$ cat config.mk
export PLATFORM = sky130hd
export DESIGN_NAME = md_sched_flat
export DESIGN_NICKNAME = d
export VERILOG_FILES = /design/src/rtl/md_if.sv /design/src/rtl/md_sched.sv /design/src/flat_wrapper.sv
export SDC_FILE = /design/constraint.sdc
export NUM_CORES = 1
export LEC_CHECK = 0
export ABC_AREA = 0
export CORE_MARGIN = 2
export CORE_UTILIZATION = 47
export DETAILED_ROUTE_END_ITERATION = 6
export GPL_TIMING_DRIVEN = 0
export PLACE_DENSITY = 0.75
export RECOVER_POWER = 100
export SETUP_SLACK_MARGIN = 0.1
export SLEW_MARGIN = 20
export SYNTH_ARGS = -nofsm -noshare
export SYNTH_HDL_FRONTEND = slang
export SYNTH_SLANG_ARGS = --single-unit
export TNS_END_PERCENT = 10
$ cat constraint.sdc
create_clock -name clk -period 2.2 [get_ports clk]
set_clock_uncertainty 0.15 [all_clocks]
set_input_delay 0.44 -clock clk [delete_from_list [all_inputs] [get_ports clk]]
set_output_delay 0.44 -clock clk [all_outputs]
set_load 0.005 [all_outputs]
$ cat src/rtl/md_if.sv
// Bundle of E-stage request, D-stage hazard and HI/LO control signals
// between the decode pipeline and the multiply/divide sequencer.
interface md_if;
  logic       e_valid;
  logic [2:0] e_op;
  logic       d_md_use;
  logic       md_start;
  logic [2:0] md_mode;
  logic       md_busy;
  logic       md_done;
  logic       hilo_we;
  logic       hi_we;
  logic       lo_we;
  logic       stall_d;
  logic       op_drop;

  modport master (
    output e_valid, e_op, d_md_use,
    input  md_start, md_mode, md_busy, md_done, hilo_we, hi_we, lo_we,
           stall_d, op_drop
  );

  modport slave (
    input  e_valid, e_op, d_md_use,
    output md_start, md_mode, md_busy, md_done, hilo_we, hi_we, lo_we,
           stall_d, op_drop
  );
endinterface

$ cat src/rtl/md_sched.sv
// Multiply/divide sequencer: launches the HI/LO core, counts fixed latency,
// raises HI/LO write strobes and the D-stage stall while an op is in flight.
module md_sched #(
  parameter int MULT_CYCLES = 5,
  parameter int DIV_CYCLES  = 10,
  parameter int CNT_W       = 4
) (
  input  logic       clk,
  input  logic       reset,
  md_if.slave        bus,
  output logic [1:0] dbg_state_o
);

  typedef enum logic [1:0] {
    IDLE = 2'd0,
    MUL  = 2'd1,
    DIV  = 2'd2
  } state_e;

  state_e           state_q, state_d;
  logic [CNT_W-1:0] cnt_q, cnt_d;
  logic [2:0]       mode_q, mode_d;
  logic             rst_q;

  logic       start, busy, done, hi, lo, drop, blk, op_real;
  logic [2:0] mode;

  // Outputs stay quiet in the reset cycle and the one after it.
  assign blk     = reset | rst_q;
  assign op_real = (bus.e_op != 3'b000) && (bus.e_op != 3'b111);

  always_ff @(posedge clk) begin
    rst_q <= reset;
    if (reset) begin
      state_q <= IDLE;
      cnt_q   <= '0;
      mode_q  <= '0;
    end else begin
      state_q <= state_d;
      cnt_q   <= cnt_d;
      mode_q  <= mode_d;
    end
  end

  always_comb begin
    state_d = state_q;
    cnt_d   = cnt_q;
    mode_d  = mode_q;
    start   = 1'b0;
    busy    = 1'b0;
    done    = 1'b0;
    hi      = 1'b0;
    lo      = 1'b0;
    drop    = 1'b0;
    mode    = 3'b000;
    case (state_q)
      IDLE: begin
        if (bus.e_valid && !blk) begin
          case (bus.e_op)
            3'b001, 3'b010: begin
              start   = 1'b1;
              mode    = bus.e_op;
              mode_d  = bus.e_op;
              state_d = MUL;
              cnt_d   = CNT_W'(MULT_CYCLES - 1);
            end
            3'b011, 3'b100: begin
              start   = 1'b1;
              mode    = bus.e_op;
              mode_d  = bus.e_op;
              state_d = DIV;
              cnt_d   = CNT_W'(DIV_CYCLES - 1);
            end
            3'b101:  hi = 1'b1;
            3'b110:  lo = 1'b1;
            default: ;
          endcase
        end
      end
      MUL, DIV: begin
        busy = 1'b1;
        mode = mode_q;
        if (cnt_q == '0) begin
          done    = 1'b1;
          state_d = IDLE;
        end else begin
          cnt_d = cnt_q - CNT_W'(1);
        end
        // Only reachable when the stall is bypassed; the op is discarded.
        if (bus.e_valid && op_real) drop = 1'b1;
      end
      default: state_d = IDLE;
    endcase
    if (blk) begin
      start = 1'b0;
      busy  = 1'b0;
      done  = 1'b0;
      drop  = 1'b0;
      mode  = 3'b000;
    end
  end

  assign bus.md_start = start;
  assign bus.md_mode  = mode;
  assign bus.md_busy  = busy;
  assign bus.md_done  = done;
  assign bus.hilo_we  = done;
  assign bus.hi_we    = hi;
  assign bus.lo_we    = lo;
  assign bus.op_drop  = drop;
  assign bus.stall_d  = bus.d_md_use & (busy | start);
  assign dbg_state_o  = state_q;

endmodule
$ cat src/flat_wrapper.sv
// flat-port wrapper written by rule: the top's interface ports become plain ports
module md_sched_flat 
#(
  parameter int MULT_CYCLES = 5,
  parameter int DIV_CYCLES  = 10,
  parameter int CNT_W       = 4
)
  (clk, reset, dbg_state_o, bus_e_valid, bus_e_op, bus_d_md_use, bus_md_start, bus_md_mode, bus_md_busy, bus_md_done, bus_hilo_we, bus_hi_we, bus_lo_we, bus_stall_d, bus_op_drop);
  md_if bus_i ();
  input  logic clk;
  input  logic reset;
  output logic [1:0] dbg_state_o;
  input wire logic [$bits(bus_i.e_valid)-1:0] bus_e_valid;
  input wire logic [$bits(bus_i.e_op)-1:0] bus_e_op;
  input wire logic [$bits(bus_i.d_md_use)-1:0] bus_d_md_use;
  output wire logic [$bits(bus_i.md_start)-1:0] bus_md_start;
  output wire logic [$bits(bus_i.md_mode)-1:0] bus_md_mode;
  output wire logic [$bits(bus_i.md_busy)-1:0] bus_md_busy;
  output wire logic [$bits(bus_i.md_done)-1:0] bus_md_done;
  output wire logic [$bits(bus_i.hilo_we)-1:0] bus_hilo_we;
  output wire logic [$bits(bus_i.hi_we)-1:0] bus_hi_we;
  output wire logic [$bits(bus_i.lo_we)-1:0] bus_lo_we;
  output wire logic [$bits(bus_i.stall_d)-1:0] bus_stall_d;
  output wire logic [$bits(bus_i.op_drop)-1:0] bus_op_drop;
  assign bus_i.e_valid = bus_e_valid;
  assign bus_i.e_op = bus_e_op;
  assign bus_i.d_md_use = bus_d_md_use;
  assign bus_md_start = bus_i.md_start;
  assign bus_md_mode = bus_i.md_mode;
  assign bus_md_busy = bus_i.md_busy;
  assign bus_md_done = bus_i.md_done;
  assign bus_hilo_we = bus_i.hilo_we;
  assign bus_hi_we = bus_i.hi_we;
  assign bus_lo_we = bus_i.lo_we;
  assign bus_stall_d = bus_i.stall_d;
  assign bus_op_drop = bus_i.op_drop;
  md_sched #(.MULT_CYCLES(MULT_CYCLES), .DIV_CYCLES(DIV_CYCLES), .CNT_W(CNT_W)) u_core (.clk(clk), .reset(reset), .bus(bus_i), .dbg_state_o(dbg_state_o));
endmodule
# Word-level counts from Yosys, hierarchy flattened
# Cells that the tools add are included.
[classes]
addsub = 1
n_eq_ne = 13
n_mux = 30
n_bitwise = 3
reduce_logical = 15
[ops]
columns = ["operator", "count"]
rows = [
  ["two-way mux 1 bit", 18],
  ["one-hot mux 4 bit (2 select lines)", 2],
  ["== test 3 bit, second input constant", 3],
  ["two-way mux 3 bit", 3],
  ["two-way mux 4 bit", 2],
  ["one-hot mux 2 bit (2 select lines)", 2],
  ["== test 3 x 2 -> 1 bit, second input constant", 2],
  ["!= test 3 bit, second input constant", 2],
  ["one-hot mux 3 bit (2 select lines)", 1],
  ["AND reduction 3 bit", 2],
  ["OR reduction 2 bit", 3],
  ["logical NOT 4 bit", 1],
  ["two-way mux 2 bit", 2],
  ["!= test 2 x 1 -> 1 bit, second input constant", 2],
  ["AND reduction 4 bit", 1],
  ["OR reduction 4 bit", 1],
  ["subtractor 4 x 1 -> 4 bit, second input constant", 1],
  ["== test 3 x 1 -> 1 bit, second input constant", 1],
  ["logical AND 1 bit", 3],
  ["nonzero test 3 bit", 1],
  ["== test 2 x 1 -> 1 bit, second input constant", 1],
  ["== test 2 bit, second input constant", 1],
  ["logical NOT 2 bit", 1],
  ["!= test 2 bit, second input constant", 1],
  ["other kinds (4)", 5],
]
[word_totals]
ff_bits = 10
out_inout_bits = 13

# Logic depth before layout (Yosys ltp)
[depth]
depth_word = 8
mapped_depth = 6
depth_no_buf = 6

# Worst setup path before layout
# Ideal clock, no wire load.
[synth_timing]
path_kind = "flip-flop to output port"
start = "register u_core.state_q[0] (netlist: u_core.dbg_state_o[0])"
end = "output port bus_md_done"
arrival_time_ps = 1488
required_time_ps = 1610
slack_ps = 122
stages_incl_launch_ff = 7
n_path_buf = 1
path_cell_list = "dfxtp_1 -> inv_1 -> ha_1 -> inv_1 -> or3_1 -> nor2_1 -> buf_4"
[synth_between]
elab_chain_len = 4
[synth_rtl]
columns = ["element", "line", "source"]
rows = [
  ["start: declaration", "md_sched.sv:20", "state_e state_q, state_d;"],
  ["start signal: assignment", "md_sched.sv:39", "state_q <= state_d;"],
  ["== test 2 x 1 -> 1 bit or == test 2 bit (tied branches)", "md_sched.sv:56", "case (state_q)"],
  ["OR reduction 2 bit (*)", "md_sched.sv:56", ""],
  ["two-way mux 1 bit (*)", "md_sched.sv:56", ""],
  ["two-way mux 1 bit (*)", "md_sched.sv:94", "if (blk) begin"],
  ["end: declaration", "flat_wrapper.sv:19", "output wire logic [$bits(bus_i.md_done)-1:0] bus_md_done;"],
]
# Mark *: on every way between the ends. The rest lies on a longest branch, timed or not.

# Worst setup path in the final report
[layout_timing]
start = "register u_core.state_q[1] (netlist: u_core.dbg_state_o[1])"
end = "output port bus_md_done"
# Same word-level chain as after synthesis.

==> impl_metrics.ini <==
[clock_tree]
clockBufferDepth = 2
ctsHoldBuffers = 0
cts_tree = built
insertion_delay_ps = 290
cts_root_buf = clkbuf_4
htree_num_levels = 1
cts.sinks = 10
clk_pin_slew_worst_paths_ps = 90
numCtsBuffers = 3

[logic_synthesis]
synth_top_area_frac = 0.258
synth_area_leaders = dfxtp_1 (26%), nand2_1 (5.8%), ha_1 (4.8%)
yosysMostFrequentCell = nand2_1
synth_commonest_cells = nand2_1 (12), dfxtp_1 (10), inv_1 (9)
synth_ff_type = dfxtp_1
seq_area_frac_synth = 0.258
ys_ff_latch = 10
yosysWarnings = 0
async_reset_ff_frac = 0
syn-mean-instance-area_um2 = 7.68
yosys.area.top_type = dfxtp_1
syn_nets = 111
synthesis.area_um2 = 776
netlist_instances = 101
synth_edf_count = 0
synth_cell_types = 40

[global_routing]
overflow = 0
grt_max_degree = 11
grt_pass1_wl_mm = 4.57
grt_pass1_vias = 956
antenna_found_initial = 0
grt_usage = 0.315

[worst_setup_path]
path_class = register to output pin
rrSetupSlack_ps = 100
r2r_start = u_core.dbg_state_o[1]
endpoint_kind = output pin
critPathRequiredTime_ps = 1610
rr_endpoint = u_core.cnt_q[3]
critPathLaunchType = register
worstPathMaxFanout = 3
ff2ff_path_depth = 8
cp.arrival_ps = 1770

[floorplan]
dieArea_mm2 = 0.00199
core_area_mm2 = 0.00152
ios = 20
die_w_um = 44.6
rows = 14
initial_core_util = 0.509
die_h_um = 44.6

[placed_design]
place_area_um2 = 986
pre_cts_ws_ps = -718
io_buffers = 19
gp_congestion = 0.816
hpwl_mm = 1.51

[sta]
setup_viol = 6
slew_headroom = 0.660
fmax_mhz = 424
min_period_ps = 2360
whs_ps = 286
rsz0062_at_grt = yes
hold_viol = 0
period_share = 1.07
slew_violations = 0
fin_ws_ps = -156
worst_slew_pin_slew_ps = 510

[detailed_routing]
wl_per_cell_um = 17.7
ant_nets = 0
met1Wirelength_mm = 1.15
drcViolationCount = 0
wl_met3_um = 83
post_drt_via_cell_ratio = 6.21
routed_wirelength_mm = 2.79
dr.pass1.iters = 4
top_layer_used = met4
initialDrtViolationCount = 14
route.met2.wl_mm = 1.42
route.vias.total = 981

[outcome]
violations = setup timing
status = finished, violations left

[layout]
syn_to_final_growth_pct = 63.5
fin_area_mm2 = 0.00127
diodes = 0
finalNetCount = 153
final_layout_size_suffix_gt1_frac = 0.465

[run]
cap_violations = 0

[min_path]
hold-path-endpoint = u_core.rst_q
whs_path_depth = 1
hold_start = reset
hp-class = input pin to register

[power]
p_leak_nw = 0.526
powerDensity_mw_per_mm2 = 562
report.power.total_w = 0.000713
ir_drop_mv = 0.445
[report_power, final]
group	internal [W]	total, W	leakage, nW	switching (W)
combinational	0.000155	0.000313	0.422	0.000158
sequential	0.000195	0.000208	0.0823	0.0000125
clock	0.000101	0.000191	0.0210	0.0000902
total	0.000452	0.000713	0.526	0.000260
[state kept, by name (all words and copies together), names as in the netlist]
| signal | flops |
|---|---|
| u_core.mode_q | 3 |
| u_core.rst_q | 1 |
| u_core.cnt_q | 4 |
| u_core.dbg_state_o | 2 |
[how the worst max path moves through the flow]
stage                                startpoint           to  slack, ps  depth (start not counted)
after CTS                 u_core.dbg_state_o[1]  bus_md_done       -120                          8
after global placement                    reset  bus_stall_d       -670                          5
after global routing      u_core.dbg_state_o[1]  bus_md_done       -190                          8
final                     u_core.dbg_state_o[1]  bus_md_done       -160                          8
after floorplan           u_core.dbg_state_o[0]  bus_md_done        120                          6
after detailed placement                  reset  bus_stall_d       -720                          5
[stage by stage]
stage | instances | util | setup TNS (ps)
after CTS | 157 | 0.827 | -300
after global placement | 136 | 0.647 | -6360
after detailed placement | 136 | 0.647 | -6920
after floorplan | 101 | - | 0
after global routing | 158 | 0.833 | -759
final | 158 | 0.833 | -542
[kinds of logic (layout without fill, tap and decap cells)]
family / Yosys count / in the layout / share of synthesized area
AO/OA/AOI/OAI: 30 / 30 / 0.300
XOR/XNOR: 1 / 1 / 0.0113
adder cells (fa/ha/maj): 3 / 3 / 0.0484
buffers and inverters: 15 / 56 / 0.0806
flip-flops: 10 / 10 / 0.258
AND/OR/NAND/NOR: 42 / 42 / 0.302
[cells in the final DEF (no fill, tap or decap), types with 2 or more instances in the layout]
master           Yosys  layout
ha_2                 0       2
dlygate4sd2_1        0       4
clkbuf_1             3       3
nor2_1               7       5
nor3_1               5       2
a21oi_1              6       5
nor3b_2              0       2
nand3_1              2       2
nand2_2              0       2
dfxtp_2              0       2
or3b_4               1       2
nand2b_1             2       2
a311oi_1             2       2
clkdlybuf4s50_1      0       3
o21a_1               2       2
or3_4                0       2
nand2_1             12      10
nor3_4               0       2
buf_6                0       6
inv_1                9       6
dfxtp_1             10       8
clkbuf_8             0       2
buf_2                2       7
clkbuf_4             0       3
buf_4                1      16
o21ai_0              5       5
a31oi_1              2       2
inv_2                0       3
[repair_timing]
item | in CTS | in global routing
pin swaps | 10 | 6
endpoints found under the setup margin | 13 | 15
setup buffers | 17 | 1
gates resized for setup | 80 | 10
[critical path: stages (launching register included)]
cell,delay (ps)
dfxtp_2,360
inv_2,60
ha_4,270
inv_2,40
or3_4,360
buf_6,130
nor2_4,80
buf_6,100
buf_6,80
[area by class of cell]
cell class,count,area [µm²]
Fill cell,92,255
Timing Repair Buffer,37,290
Tap cell,16,20.0
Clock buffer,4,36.3
Buffer,6,58.8
Multi-Input combinational cell,76,627
Inverter,9,33.8
Sequential cell,10,203
[metal layers]
| metal | vias up | track usage |
|---|---|---|
| li1 | 454 | - |
| met1 | 481 | 0.378 |
| met2 | 33 | 0.542 |
| met3 | 13 | 0.0449 |
| met4 | 0 | 0.158 |
| met5 | - | 0 |
Note: power is estimated with default switching activity, not from simulation.
